===== src/rtl/cdb_arbiter.sv =====
`default_nettype none
// +--------------------------------------------------------------------------+
// | Module   : cdb_arbiter                                                    |
// | Purpose  : Common-data-bus arbiter. Five execution sources (alu0, alu1,   |
// |            alu2, ls, br) each own a one-entry holding slot. One occupied  |
// |            slot is granted per cycle in round-robin order and broadcast   |
// |            through registered outputs for reservation-station wake-up.    |
// | Ports    : clk, rst (async, active low), rdy (global enable), flush       |
// |            <src>_valid/_tag/_data in, <src>_ready out (combinational)     |
// |            cdb_en/cdb_src/cdb_tag/cdb_data registered broadcast           |
// |            err sticky protocol error (valid while ready low)              |
// | Revision : 1.0 - initial release                                          |
// +--------------------------------------------------------------------------+
module cdb_arbiter #(
  parameter int TAG_W  = 5,
  parameter int DATA_W = 32
) (
  input  logic              clk,
  input  logic              rst,
  input  logic              rdy,
  input  logic              flush,
  input  logic              alu0_valid,
  input  logic [TAG_W-1:0]  alu0_tag,
  input  logic [DATA_W-1:0] alu0_data,
  input  logic              alu1_valid,
  input  logic [TAG_W-1:0]  alu1_tag,
  input  logic [DATA_W-1:0] alu1_data,
  input  logic              alu2_valid,
  input  logic [TAG_W-1:0]  alu2_tag,
  input  logic [DATA_W-1:0] alu2_data,
  input  logic              ls_valid,
  input  logic [TAG_W-1:0]  ls_tag,
  input  logic [DATA_W-1:0] ls_data,
  input  logic              br_valid,
  input  logic [TAG_W-1:0]  br_tag,
  input  logic [DATA_W-1:0] br_data,
  output logic              alu0_ready,
  output logic              alu1_ready,
  output logic              alu2_ready,
  output logic              ls_ready,
  output logic              br_ready,
  output logic              cdb_en,
  output logic [2:0]        cdb_src,
  output logic [TAG_W-1:0]  cdb_tag,
  output logic [DATA_W-1:0] cdb_data,
  output logic              err
);

  localparam int       c_NSRC     = 5;
  localparam bit [2:0] c_LAST_RST = 3'd4;  // alu0 gets first priority out of reset

  // Source inputs gathered into index-addressable form (0 alu0 .. 4 br)
  logic [c_NSRC-1:0] w_in_valid;
  logic [TAG_W-1:0]  w_in_tag  [c_NSRC];
  logic [DATA_W-1:0] w_in_data [c_NSRC];

  assign w_in_valid   = {br_valid, ls_valid, alu2_valid, alu1_valid, alu0_valid};
  assign w_in_tag[0]  = alu0_tag;
  assign w_in_tag[1]  = alu1_tag;
  assign w_in_tag[2]  = alu2_tag;
  assign w_in_tag[3]  = ls_tag;
  assign w_in_tag[4]  = br_tag;
  assign w_in_data[0] = alu0_data;
  assign w_in_data[1] = alu1_data;
  assign w_in_data[2] = alu2_data;
  assign w_in_data[3] = ls_data;
  assign w_in_data[4] = br_data;

  // Slot state and broadcast registers
  logic [c_NSRC-1:0] r_v;
  logic [TAG_W-1:0]  r_tag  [c_NSRC];
  logic [DATA_W-1:0] r_data [c_NSRC];
  logic [2:0]        r_last;
  logic              r_cdb_en;
  logic [2:0]        r_cdb_src;
  logic [TAG_W-1:0]  r_cdb_tag;
  logic [DATA_W-1:0] r_cdb_data;
  logic              r_err;

  logic              w_open;
  logic              w_gnt_any;
  logic [2:0]        w_gnt_idx;
  logic [TAG_W-1:0]  w_sel_tag;
  logic [DATA_W-1:0] w_sel_data;
  logic [c_NSRC-1:0] w_grant;
  logic [c_NSRC-1:0] w_ready;
  logic [c_NSRC-1:0] w_cap;
  logic              w_viol;

  assign w_open = rdy & ~flush;

  // Round-robin pick from registered state only. The first pass looks at
  // slots above the last grant, the second pass wraps to slots at or below
  // it; together they give the search order last+1 .. 4, 0 .. last.
  always_comb begin
    w_gnt_any  = 1'b0;
    w_gnt_idx  = 3'd0;
    w_sel_tag  = '0;
    w_sel_data = '0;
    if (w_open) begin
      for (int i = 0; i < c_NSRC; i++) begin
        if (!w_gnt_any && r_v[i] && (3'(i) > r_last)) begin
          w_gnt_any  = 1'b1;
          w_gnt_idx  = 3'(i);
          w_sel_tag  = r_tag[i];
          w_sel_data = r_data[i];
        end
      end
      for (int i = 0; i < c_NSRC; i++) begin
        if (!w_gnt_any && r_v[i] && (3'(i) <= r_last)) begin
          w_gnt_any  = 1'b1;
          w_gnt_idx  = 3'(i);
          w_sel_tag  = r_tag[i];
          w_sel_data = r_data[i];
        end
      end
    end
  end

  // A slot being drained this cycle may be refilled on the same edge
  for (genvar g = 0; g < c_NSRC; g++) begin : g_slot
    assign w_grant[g] = w_gnt_any & (w_gnt_idx == 3'(g));
    assign w_ready[g] = w_open & (~r_v[g] | w_grant[g]);
    assign w_cap[g]   = w_in_valid[g] & w_ready[g];
  end

  assign w_viol = w_open & (|(w_in_valid & ~w_ready));

  always_ff @(posedge clk or negedge rst) begin
    if (!rst) begin
      r_v        <= '0;
      r_last     <= c_LAST_RST;
      r_cdb_en   <= 1'b0;
      r_cdb_src  <= 3'd0;
      r_cdb_tag  <= '0;
      r_cdb_data <= '0;
      r_err      <= 1'b0;
      for (int i = 0; i < c_NSRC; i++) begin
        r_tag[i]  <= '0;
        r_data[i] <= '0;
      end
    end else if (rdy) begin
      if (flush) begin
        // Pending and outgoing results are discarded; pointer and err keep
        r_v      <= '0;
        r_cdb_en <= 1'b0;
      end else begin
        for (int i = 0; i < c_NSRC; i++) begin
          if (w_cap[i]) begin
            r_v[i]    <= 1'b1;
            r_tag[i]  <= w_in_tag[i];
            r_data[i] <= w_in_data[i];
          end else if (w_grant[i]) begin
            r_v[i] <= 1'b0;
          end
        end
        if (w_gnt_any) begin
          r_last     <= w_gnt_idx;
          r_cdb_en   <= 1'b1;
          r_cdb_src  <= w_gnt_idx;
          r_cdb_tag  <= w_sel_tag;
          r_cdb_data <= w_sel_data;
        end else begin
          r_cdb_en <= 1'b0;
        end
        if (w_viol) begin
          r_err <= 1'b1;
        end
      end
    end
  end

  assign alu0_ready = w_ready[0];
  assign alu1_ready = w_ready[1];
  assign alu2_ready = w_ready[2];
  assign ls_ready   = w_ready[3];
  assign br_ready   = w_ready[4];
  assign cdb_en     = r_cdb_en;
  assign cdb_src    = r_cdb_src;
  assign cdb_tag    = r_cdb_tag;
  assign cdb_data   = r_cdb_data;
  assign err        = r_err;

endmodule
`default_nettype wire


===== config.mk =====
export PLATFORM = sky130hd
export DESIGN_NAME = cdb_arbiter
export DESIGN_NICKNAME = d
export VERILOG_FILES = /design/src/rtl/cdb_arbiter.sv
export SDC_FILE = /design/constraint.sdc
export NUM_CORES = 1
export LEC_CHECK = 0
export ABC_AREA = 1
export ABC_CLOCK_PERIOD_IN_PS = 2700
export BUFFER_PORTS_ARGS = -buffer_cell sky130_fd_sc_hd__buf_4
export CAP_MARGIN = 5
export CORE_MARGIN = 4
export CORE_UTILIZATION = 31
export DETAILED_ROUTE_END_ITERATION = 12
export GPL_TIMING_DRIVEN = 1
export PLACE_DENSITY = 0.55
export SLEW_MARGIN = 20
export SYNTH_ARGS = -nofsm -noshare
export SYNTH_HDL_FRONTEND = slang
export SYNTH_SLANG_ARGS = --single-unit

===== constraint.sdc =====
create_clock -name clk -period 2.7 [get_ports clk]
set_input_delay 0.405 -clock clk [delete_from_list [all_inputs] [get_ports clk]]
set_output_delay 0.405 -clock clk [all_outputs]
set_load 0.01 [all_outputs]

==> flow_summary_export.csv <==
group,metric,value,unit
run_status,outcome,"complete, but fails checks",
run_status,violations,"setup timing",
synthesis,synthTopCellsByCount,"nand2_1 (333), dfrtp_1 (232), a21oi_1 (162)",
clock_network,clock-sinks,233,
floorplanning,core_area,36600,sq um
final_layout,num-fill-cells,3698,
synthesis,synth_top_cell_area_share,50.5,%
synthesis,synth.most_common_cell,"nand2_1",
synthesis,synth.yosys.seq_area_share,50.7,%
route,drt_iter0_markers,758,
clock_network,clock-root-buffer,"clkbuf_16",
clock_network,cts_tree,"yes",
hold_path,hp-class,"input pin to flip-flop",
place,placed_area,14000,sq um
pwr,swShare,40.7,%
global_routing,track_usage,20.8,%
route,wire_per_inst,20.1,um
global_routing,grt_max_degree,68,
critical_path,r2r_slack,-0.03,ns
pwr,p_seq_share,33.0,%
global_routing,grt-ovfl-total,0,
synthesis,synthCells,1439,
synthesis,synth_top_area_cell,"dfrtp_1",
sta,holdWs,0.0718,ns
sta,setup_ws,-0.0811,ns
sta,tightestPinTransition,0.693,ns
synthesis,synth.distinct_cells,31,
critical_path,critical_path_class,"flip-flop to output port",
sta,rsz0062_at_grt,"true",
sta,final-hold-violation-count,0,
clock_network,h-tree-depth,1,
global_routing,grt_pass1_wl,66.5,mm
synthesis,synth_area,11500,sq um
synthesis,synth_area_leaders,"dfrtp_1 (50%), nand2_1 (11%), a21oi_1 (7.0%)",
sta,setup_viol,6,
synthesis,synthArstFlopShare,100,%
sta,drv_slew,0,
synthesis,synth_area_per_cell,7.99,sq um
sta,max_freq,0.360,GHz
critical_path,cp-end-kind,"output port",
floorplanning,die_h,201,um
floorplanning,die-area,40200,sq um
final_layout,drive_above_1_share,24.4,%
clock_network,worstSkewPairLatency,0.54,ns
critical_path,cp-start-kind,"flip-flop",
run,drv_cap,0,
synthesis,synth-seq-cells,233,
clock_network,cts.reportedPaths.clkPinSlew,0.06,ns
synthesis,synth_nets,1633,
pwr,p_clk_share,21.1,%
floorplanning,num_io_pins,241,
pwr,leakagePower,0.00784,uW
place,gp_congestion,0.879,
synthesis,synth_flop_cell,"dfrtp_1",
critical_path,regToRegStartpoint,"r_last[1]",
route,antenna_left,0,
hold_path,min-delay-start,"ls_data[8]",
critical_path,cp.arrival,2.38,ns
floorplanning,fp.dieW,201,um
sta,finClkSkew,0.00839,ns
synthesis,yosysWarningCount,0,
critical_path,cp_max_fo,4,
route,drc,0,
global_routing,grt_pass1_vias,11200,
clock_network,cts_buffers,28,
pwr,combPwrFrac,46.0,%
final_layout,fin_area,15200,sq um
pwr,peakVddDrop,0.521,mV
route,viasPerCell,5.07,
sta,fin_crit_sh,103,%
final_layout,syn_to_final_growth,32.6,%
place,port_buffers,240,
final_layout,nNetsFinal,1884,
critical_path,critical_path_required,2.30,ns
global_routing,antenna_found_initial,3,
floorplanning,placementRows,70,
route,firstDrtPassIters,5,
critical_path,startpoint,"r_last[2]",
clock_network,cts.path.max_buffers,3,
pwr,p_int,10600,uW
floorplanning,initial_core_util,31.4,%
route,wl,43.7,mm
synthesis,synth_edf_count,0,
sta,timing.slew.headroom,53.8,%
place,hpwl,29.3,mm
pwr,p_per_area,1170,nW/um^2
route,vias,11000,
pwr,switchingPower,7250,uW
sta,post-route-min-period,2.78,ns
-- sequential cells by signal (all words and copies together) (netlist names) --
register	count
r_tag	25
r_data	160
cdb_data	32
r_v	5
cdb_src	1
err	1
cdb_tag	5
r_last	3
cdb_en	1
-- layout make-up --
type | instances | area (sq um) | share of cell area, %
Timing Repair Buffer | 318 | 2580 | 16.9
Inverter | 145 | 549 | 3.60
Tap cell | 468 | 586 | 3.84
Clock buffer | 42 | 855 | 5.61
Antenna cell | 2 | 5.00 | 0.0328
Multi-Input combinational cell | 964 | 4780 | 31.3
Sequential cell | 233 | 5830 | 38.3
Clock inverter | 5 | 55.1 | 0.361
-- placed cells by master (no fill, tap or decap), drive strengths merged, types with 3 or more instances in the layout --
master,netlist,layout
buf,46,316
o211ai,16,16
o22ai,69,69
nand2,338,338
o2111ai,22,22
inv,145,145
nand3,80,80
dfrtp,232,232
a21oi,162,162
nor2,155,155
o21ai,79,79
mux2,29,29
o221ai,3,3
clkbuf,51,43
nand4,6,6
-- logic make-up (layout without fill, tap and decap cells) --
family / Yosys count / after routing / share of synthesized area (%)
AO/OA/AOI/OAI: 356 / 356 / 17.5
AND/OR/NAND/NOR: 579 / 579 / 20.3
buffers and inverters: 242 / 510 / 8.65
flip-flops: 233 / 233 / 50.7
other: 0 / 2 / 0
multiplexers: 29 / 29 / 2.84
-- per-layer routing --
| layer | up-vias | part of all wire (%) | wire length [um] | global-route usage (%) |
|---|---|---|---|---|
| met3 | 58 | 6.2 | 2730 | 3.80 |
| met1 | 5323 | 45 | 19700 | 29.3 |
| li1 | 5262 | - | - | - |
| met5 | - | 0.046 | 20 | 0 |
| met4 | 2 | 2.1 | 926 | 5.51 |
| met2 | 385 | 47 | 20300 | 33.3 |
-- repair_timing --
| action | in CTS | in global routing |
|---|---|---|
| hold buffers | 1 | 0 |
| pin swaps | 9 | 6 |
| buffers inserted | 30 | 1 |
| cloned | 0 | 1 |
| hold endpoints to repair | 61 | 0 |
| resized for setup | 16 | 13 |
| endpoints found under the setup margin | 5 | 71 |
-- power groups by stage --
stage / Combinational (uW) / Clock (uW) / Sequential, uW
final: 8190 / 3760 / 5870
after global routing: 9220 / 4000 / 6060
after CTS: 8070 / 3840 / 5860
after detailed placement: 7710 / 0 / 5890
after global placement: 7580 / 0 / 5890
after floorplan: 5030 / 0 / 5780
-- path summary, 6_finish.rpt --
path / depth (start not counted) / end
max in group asynchronous: 3 / r_data[34]
min in group asynchronous: 2 / cdb_data[29]
min reg2reg: 2 / err
min: 2 / r_data[40]
max reg2reg: 20 / r_v[1]
max: 8 / br_ready
-- critical path: stages (launching register included) --
cell     delay, ns
dfstp_2       0.54
nor2_2        0.06
nand3_2       0.09
buf_4         0.12
buf_4         0.10
nand4_1       0.23
buf_4         0.26
a31oi_2       0.25
buf_4         0.17
-- metrics by stage --
stage / std cells / worst slack (ns) / util [%] / total power, uW / TNS [ns]
global route: 2177 / -0.227 / 41.6 / 19300 / -1.57
floorplan: 1439 / 0.459 / - / 10800 / 0
global placement: 2097 / 0.238 / 38.2 / 13500 / 0
finish: 2177 / -0.0811 / 41.6 / 17800 / -0.273
CTS: 2175 / -0.0469 / 41.4 / 17800 / -0.113
detailed placement: 2097 / 0.172 / 38.2 / 13600 / 0
No activity file was read; power rests on OpenSTA's default activity.
